`config.mk`:
```
export PLATFORM = sky130hd
export DESIGN_NAME = jtag_ahb_sequencer
export DESIGN_NICKNAME = d
export VERILOG_FILES = /design/src/rtl/jtag_ahb_sequencer.sv
export SDC_FILE = /design/constraint.sdc
export NUM_CORES = 1
export LEC_CHECK = 0
export ABC_CLOCK_PERIOD_IN_PS = 11850
export BUFFER_PORTS_ARGS = -buffer_cell sky130_fd_sc_hd__clkbuf_2
export CELL_PAD_IN_SITES_DETAIL_PLACEMENT = 1
export CELL_PAD_IN_SITES_GLOBAL_PLACEMENT = 1
export CORE_ASPECT_RATIO = 0.7
export CORE_MARGIN = 2
export CORE_UTILIZATION = 29
export DETAILED_ROUTE_END_ITERATION = 6
export PLACE_DENSITY = 0.72
export REMOVE_ABC_BUFFERS = 1
export SYNTH_ARGS = -nofsm -noshare
export SYNTH_HDL_FRONTEND = slang
export SYNTH_SLANG_ARGS = --single-unit
```
`constraint.sdc`:
```
create_clock -name TCK -period 11.85 [get_ports TCK]
set_input_delay 1.185 -clock TCK [delete_from_list [all_inputs] [get_ports TCK]]
set_output_delay 1.185 -clock TCK [all_outputs]
set_load 0.005 [all_outputs]
```
`src/rtl/jtag_ahb_sequencer.sv`:
```
// Single-transfer AHB-Lite master driven by the JTAG TAP's AHBL ADDRESS/WRITE/READ
// instructions; keeps the address register, captured read data and sticky status.
module jtag_ahb_sequencer #(
  parameter int unsigned ADDR_WIDTH = 32,
  parameter int unsigned DATA_WIDTH = 32,
  parameter bit          AUTO_INC   = 1'b1,
  parameter int unsigned INC_STEP   = 4
) (
  input  logic                  TCK,
  input  logic                  TRST,
  input  logic                  CMD_VALID,
  input  logic [1:0]            CMD,
  input  logic [DATA_WIDTH-1:0] CMD_DATA,
  input  logic                  CLR_STATUS,
  output logic [ADDR_WIDTH-1:0] HADDR,
  output logic [1:0]            HTRANS,
  output logic                  HWRITE,
  output logic [2:0]            HSIZE,
  output logic [DATA_WIDTH-1:0] HWDATA,
  input  logic [DATA_WIDTH-1:0] HRDATA,
  input  logic                  HREADY,
  input  logic                  HRESP,
  output logic [DATA_WIDTH-1:0] RDATA,
  output logic [3:0]            STATUS
);

  typedef enum logic [1:0] {
    ST_IDLE = 2'b00,
    ST_ADDR = 2'b01,
    ST_DATA = 2'b10
  } state_e;

  localparam logic [1:0] CMD_NOP      = 2'b00;
  localparam logic [1:0] CMD_SET_ADDR = 2'b01;
  localparam logic [1:0] CMD_WRITE    = 2'b10;

  localparam logic [1:0] HTRANS_IDLE   = 2'b00;
  localparam logic [1:0] HTRANS_NONSEQ = 2'b10;

  state_e                state_q,    state_d;
  logic [ADDR_WIDTH-1:0] addr_reg_q, addr_reg_d;
  logic [ADDR_WIDTH-1:0] haddr_q,    haddr_d;
  logic                  hwrite_q,   hwrite_d;
  logic [DATA_WIDTH-1:0] hwdata_q,   hwdata_d;
  logic [DATA_WIDTH-1:0] rdata_q,    rdata_d;
  logic                  done_q,     done_d;
  logic                  err_q,      err_d;
  logic                  ovr_q,      ovr_d;
  logic                  cmd_active;

  assign cmd_active = CMD_VALID && (CMD != CMD_NOP);

  always_comb begin
    // NOTE: every variable gets its hold value first, so no path through the case infers a latch.
    state_d    = state_q;
    addr_reg_d = addr_reg_q;
    haddr_d    = haddr_q;
    hwrite_d   = hwrite_q;
    hwdata_d   = hwdata_q;
    rdata_d    = rdata_q;
    done_d     = done_q;
    err_d      = err_q;
    ovr_d      = ovr_q;

    // Clear first so a coincident set event below overrides it.
    if (CLR_STATUS) begin
      done_d = 1'b0;
      err_d  = 1'b0;
      ovr_d  = 1'b0;
    end

    unique case (state_q)
      ST_IDLE: begin
        if (cmd_active) begin
          if (CMD == CMD_SET_ADDR) begin
            addr_reg_d = ADDR_WIDTH'(CMD_DATA);
          end else begin
            state_d  = ST_ADDR;
            haddr_d  = addr_reg_q;
            hwrite_d = (CMD == CMD_WRITE);
            if (CMD == CMD_WRITE) hwdata_d = CMD_DATA;
            done_d   = 1'b0;
          end
        end
      end
      ST_ADDR: begin
        if (cmd_active) ovr_d = 1'b1;
        if (HREADY) state_d = ST_DATA;
      end
      ST_DATA: begin
        if (cmd_active) ovr_d = 1'b1;
        if (HREADY) begin
          state_d = ST_IDLE;
          if (HRESP) begin
            err_d = 1'b1;
          end else begin
            done_d = 1'b1;
            if (!hwrite_q) rdata_d = HRDATA;
            if (AUTO_INC) addr_reg_d = addr_reg_q + ADDR_WIDTH'(INC_STEP);
          end
        end
      end
      default: state_d = ST_IDLE;
    endcase
  end

  // NOTE: sequential state uses non-blocking assignments so all flops update from pre-edge values.
  always_ff @(posedge TCK or posedge TRST) begin
    if (TRST) begin
      state_q    <= ST_IDLE;
      addr_reg_q <= '0;
      haddr_q    <= '0;
      hwrite_q   <= 1'b0;
      hwdata_q   <= '0;
      rdata_q    <= '0;
      done_q     <= 1'b0;
      err_q      <= 1'b0;
      ovr_q      <= 1'b0;
    end else begin
      state_q    <= state_d;
      addr_reg_q <= addr_reg_d;
      haddr_q    <= haddr_d;
      hwrite_q   <= hwrite_d;
      hwdata_q   <= hwdata_d;
      rdata_q    <= rdata_d;
      done_q     <= done_d;
      err_q      <= err_d;
      ovr_q      <= ovr_d;
    end
  end

  // HTRANS decodes straight off the state flop, so reset idles the bus without waiting for an edge.
  assign HTRANS = (state_q == ST_ADDR) ? HTRANS_NONSEQ : HTRANS_IDLE;
  assign HADDR  = haddr_q;
  assign HWRITE = hwrite_q;
  assign HSIZE  = 3'b010;
  assign HWDATA = hwdata_q;
  assign RDATA  = rdata_q;
  assign STATUS = {ovr_q, err_q, done_q, (state_q != ST_IDLE)};

endmodule

```
==> impl_results.html <==
<table>
<tr><th>Metric</th><th>Value</th></tr>
<tr><th colspan="2">Clock tree</th></tr>
<tr><td>Clock tree buffer depth</td><td>2</td></tr>
<tr><td>Count of hold buffers inserted by post-cts repair</td><td>0</td></tr>
<tr><td>Post_cts resized</td><td>0</td></tr>
<tr><td>Clock root buffer</td><td>sky130_fd_sc_hd__clkbuf_16</td></tr>
<tr><td>Count of H-tree levels built during CTS</td><td>4</td></tr>
<tr><td>Clock tree sinks</td><td>134</td></tr>
<tr><td>Source-to-sink clock delay at the later pin of the worst-skew pair</td><td>between 400 and 500 ps</td></tr>
<tr><td>Num CTS Buffers</td><td>17</td></tr>
<tr><td>Buffer count from post-CTS setup fixing</td><td>0</td></tr>
<tr><td>Clock slew at reported path FFs</td><td>approximately 60 ps</td></tr>
<tr><td>TritonCTS clock tree</td><td>done</td></tr>
<tr><th colspan="2">STA</th></tr>
<tr><td>Transition time of the tightest slew-check pin</td><td>1130 ps</td></tr>
<tr><td>Worst path setup slack after routing</td><td>around 8700 ps</td></tr>
<tr><td>Final count of hold timing violations</td><td>0</td></tr>
<tr><td>Setup repair after global routing missed its margin</td><td>false</td></tr>
<tr><td>Clock skew</td><td>6.81 ps</td></tr>
<tr><td>Final setup vio count</td><td>0</td></tr>
<tr><td>Final hold slack</td><td>just over 500 ps</td></tr>
<tr><td>Maximum clock frequency</td><td>around 0.31 GHz</td></tr>
<tr><td>Final count of pins violating max slew</td><td>0</td></tr>
<tr><td>Shortest clock period the worst path allows after layout</td><td>3200 ps</td></tr>
<tr><td>Worst-case headroom to the max-slew limit</td><td>0.245</td></tr>
<tr><td>Setup TNS after final layout</td><td>0 ps</td></tr>
<tr><td>Fin crit share</td><td>0.270</td></tr>
<tr><th colspan="2">Finish</th></tr>
<tr><td>Synthesis-to-finish area growth</td><td>27.0%</td></tr>
<tr><td>Fin nets</td><td>approximately 750</td></tr>
<tr><td>Share of the core filled with cells</td><td>0.374</td></tr>
<tr><td>Final non-filler cell total</td><td>approximately 960</td></tr>
<tr><td>N_diodes</td><td>0</td></tr>
<tr><td>Layout cell share with drive strength beyond 1</td><td>0.463</td></tr>
<tr><th colspan="2">Synth</th></tr>
<tr><td>Share of the synthesized area in the top cell type</td><td>0.553</td></tr>
<tr><td>Share of synthesized cell area in full adder, half adder and majority cells</td><td>0.0103</td></tr>
<tr><td>Mean cell area of the mapped netlist</td><td>between 10 and 15 sq um</td></tr>
<tr><td>Cell taking the most area after synthesis</td><td>sky130_fd_sc_hd__dfrtp_1</td></tr>
<tr><td>Dominant combinational cell family by area after synthesis</td><td>multiplexers</td></tr>
<tr><td>Synthesized instance count</td><td>a little over 500</td></tr>
<tr><td>Netlist area before placement</td><td>a little over 6000 sq um</td></tr>
<tr><td>Complex-gate fraction of the synthesized area</td><td>0.101</td></tr>
<tr><td>Count leader, synth</td><td>sky130_fd_sc_hd__dfrtp_1</td></tr>
<tr><td>Number of warnings printed during yosys synthesis</td><td>0</td></tr>
<tr><td>Seq cells post-synth</td><td>134</td></tr>
<tr><td>Top cell types by occurrence after synthesis</td><td>sky130_fd_sc_hd__dfrtp_1, sky130_fd_sc_hd__mux2_2, sky130_fd_sc_hd__a21oi_1, sky130_fd_sc_hd__nand2_1, sky130_fd_sc_hd__o21ai_0</td></tr>
<tr><td>Dominant cells by area after synthesis</td><td>sky130_fd_sc_hd__dfrtp_1, sky130_fd_sc_hd__mux2_2, sky130_fd_sc_hd__a21oi_1, sky130_fd_sc_hd__nand2_1, sky130_fd_sc_hd__o21ai_0</td></tr>
<tr><td>Area share of xor/xnor cells in the synthesized design</td><td>0</td></tr>
<tr><td>Seq/Total Area, Yosys</td><td>0.553</td></tr>
<tr><td>Async S/R FF share, synth</td><td>1.00</td></tr>
<tr><td>Count of flip-flops with a built-in enable after synthesis</td><td>0</td></tr>
<tr><td>Simple-gate share of the synthesized area</td><td>0.107</td></tr>
<tr><td>Multiplexer fraction of the synthesized cell area</td><td>0.186</td></tr>
<tr><td>Number of library cell types mapped by synthesis</td><td>54</td></tr>
<tr><td>Post-synth top flop</td><td>sky130_fd_sc_hd__dfrtp_1</td></tr>
<tr><th colspan="2">Power</th></tr>
<tr><td>Sw power</td><td>around 0.00068 W</td></tr>
<tr><td>Pwr per Cell Area</td><td>roughly 260 nW/um^2</td></tr>
<tr><td>Leak pwr</td><td>~3.5 nW</td></tr>
<tr><td>Largest voltage drop on the vdd net</td><td>between 0.00007 and 0.00008 V</td></tr>
<tr><td>Internal cell power</td><td>around 0.0014 W</td></tr>
<tr><td>Switching share of power</td><td>0.335</td></tr>
<tr><td>Power share of the combinational group</td><td>0.333</td></tr>
<tr><td>Portion of total power attributed to sequential cells</td><td>0.413</td></tr>
<tr><td>Share of total power in the clock network</td><td>0.254</td></tr>
<tr><th colspan="2">Global routing</th></tr>
<tr><td>Initial antenna violation count</td><td>0</td></tr>
<tr><td>Gr usage total</td><td>0.152</td></tr>
<tr><td>Number of global-route vias before repair</td><td>approximately 4700</td></tr>
<tr><td>First-pass GRT wire length</td><td>~26000 um</td></tr>
<tr><td>Leftover overflow at the end of global routing</td><td>0</td></tr>
<tr><td>Pin count of the biggest net entering global routing</td><td>88</td></tr>
<tr><th colspan="2">Routing</th></tr>
<tr><td>Total length of routed wires</td><td>16200 um</td></tr>
<tr><td>Initial drt markers</td><td>223</td></tr>
<tr><td>Final ANT Viol Nets</td><td>0</td></tr>
<tr><td>Via count</td><td>4602</td></tr>
<tr><td>Length of the first detailed-routing pass in iterations</td><td>4</td></tr>
<tr><td>Number of vias per cell</td><td>around 4.8</td></tr>
<tr><td>Routed wire per std cell</td><td>approximately 17 um</td></tr>
<tr><td>Number of remaining DRC errors</td><td>0</td></tr>
<tr><th colspan="2">Setup path</th></tr>
<tr><td>Largest driver fanout on the critical path</td><td>30</td></tr>
<tr><td>Critical Path Sink Type</td><td>flop</td></tr>
<tr><td>Series of cell instances along the critical path</td><td>clkbuf_2, nand4b_1, a22o_1, or4_1, o211ai_1</td></tr>
<tr><td>Data arrival time of the critical path</td><td>about 3500 ps</td></tr>
<tr><td>Critical Path Start Type</td><td>input pin</td></tr>
<tr><td>CP peak stage delay</td><td>a little under 800 ps</td></tr>
<tr><td>Data required time at the worst endpoint</td><td>12170 ps</td></tr>
<tr><td>Worst setup path class</td><td>input pin to flop</td></tr>
<tr><td>CP max-delay cell</td><td>sky130_fd_sc_hd__a22o_1</td></tr>
<tr><th colspan="2">Die</th></tr>
<tr><td>Initial Utilization</td><td>0.294</td></tr>
<tr><td>Ports placed on the boundary</td><td>about 180</td></tr>
<tr><td>Site row count</td><td>44</td></tr>
<tr><td>Die Wd</td><td>about 180 um</td></tr>
<tr><td>Die height</td><td>~120 um</td></tr>
<tr><td>Die area</td><td>approximately 22000 sq um</td></tr>
<tr><td>Std-Cell Core Area</td><td>slightly above 20000 sq um</td></tr>
<tr><th colspan="2">Placed design</th></tr>
<tr><td>Final weighted congestion in routability-driven placement</td><td>roughly 0.73</td></tr>
<tr><td>Post-placement worst setup slack</td><td>8180 ps</td></tr>
<tr><td>Post-detailed-placement half-perimeter wirelength</td><td>approximately 11000 um</td></tr>
<tr><td>Placed Cells</td><td>approximately 930</td></tr>
<tr><td>Input/output buffers</td><td>about 170</td></tr>
<tr><th colspan="2">Job</th></tr>
<tr><td>Reported max-cap violation count</td><td>0</td></tr>
<tr><th colspan="2">Status</th></tr>
<tr><td>Result of the run</td><td>completed</td></tr>
<tr><th colspan="2">Hold path</th></tr>
<tr><td>Worst Hold Class</td><td>flop to flop</td></tr>
</table>
==> worst max-delay path: cells and delay by family <==
kind            cells  cell delay, ps
simple gates        2            1290
compound gates      2             910
buf+inv             1             110
==> final cells by class <==
type / instances / area [sq um]
fillers: 2320 / 12900
well taps: 276 / 345
flip-flops and latches: 134 / 3350
clock buffers: 24 / 512
clock inverters: 8 / 70.1
multi-input cells: 328 / 2480
repair buffers: 177 / 896
inverters: 11 / 46.3
==> through the flow <==
stage | cell area [sq um] | total power, W
floorplan | 5860 | 0.00121
global placement | 7120 | 0.00151
detailed placement | 7120 | 0.00154
CTS | 7700 | 0.00207
global route | 7700 | 0.00220
finish | 7700 | 0.00204
==> layout by cell type (no fill, tap or decap), drive strengths merged, types with 2 or more instances in the layout <==
cell      instances
a21oi            36
a22o              3
a22oi             2
a2bb2oi           6
a311oi            2
a31oi             3
and2              5
and3             11
and4              6
buf               4
clkbuf          197
clkinv            5
clkinvlp          2
conb              4
dfrtp           134
ha                5
inv              11
mux2             95
mux2i             6
nand2            36
nand2b            4
nand3            17
nand4            11
nor2             15
nor3              6
nor4              2
o211ai            2
o21ai            20
o22a              4
o22ai             9
o32ai             2
o41ai             2
or2               2
or3               2
or4               3
==> final timing paths <==
path	start	endpoint	slack, ps	cells after the start
min in group asynchronous	TRST	RDATA[15]$_DFFE_PP0P_	920	2
hold / removal	RDATA[26]$_DFFE_PP0P_	RDATA[26]$_DFFE_PP0P_	500	1
hold reg to reg	RDATA[26]$_DFFE_PP0P_	RDATA[26]$_DFFE_PP0P_	500	1
max in group asynchronous	TRST	state_q[0]$_DFFE_PP0P_	9720	3
setup reg to reg	state_q[0]$_DFFE_PP0P_	HWDATA[2]$_DFFE_PP0P_	8680	5
setup / recovery	CMD[1]	addr_reg_q[26]$_DFFE_PP0P_	8650	5
==> logic make-up after synthesis <==
group / count (synthesis)
multiplexers: 101
AO/OA/AOI/OAI: 97
flip-flops: 134
adder cells (fa/ha/maj): 5
buffers and inverters: 51
other: 2
AND/OR/NAND/NOR: 121
==> registers in the layout, indices dropped and copies added, names as in the netlist <==
| register | count |
|---|---|
| addr_reg_q | 32 |
| ovr_q | 1 |
| state_q | 2 |
| HADDR | 32 |
| RDATA | 32 |
| HWRITE | 1 |
| HWDATA | 32 |
| err_q | 1 |
| done_q | 1 |
==> per-layer routing <==
| layer | share of wire | global-route usage |
|---|---|---|
| met5 | 0 | 0 |
| met4 | 0.0089 | 0.0355 |
| met3 | 0.050 | 0.0459 |
| met2 | 0.46 | 0.233 |
| met1 | 0.48 | 0.212 |
==> power by group through the flow <==
stage          Combinational (W)  Sequential, W  Clock, W
3_5_place_dp            0.000689       0.000850         0
5_1_grt                 0.000755       0.000880  0.000560
3_3_place_gp            0.000671       0.000840         0
4_1_cts                 0.000692       0.000844  0.000536
6_report                0.000678       0.000843  0.000518
2_1_floorplan           0.000381       0.000829         0
Note: power is estimated with default switching activity, not from simulation.
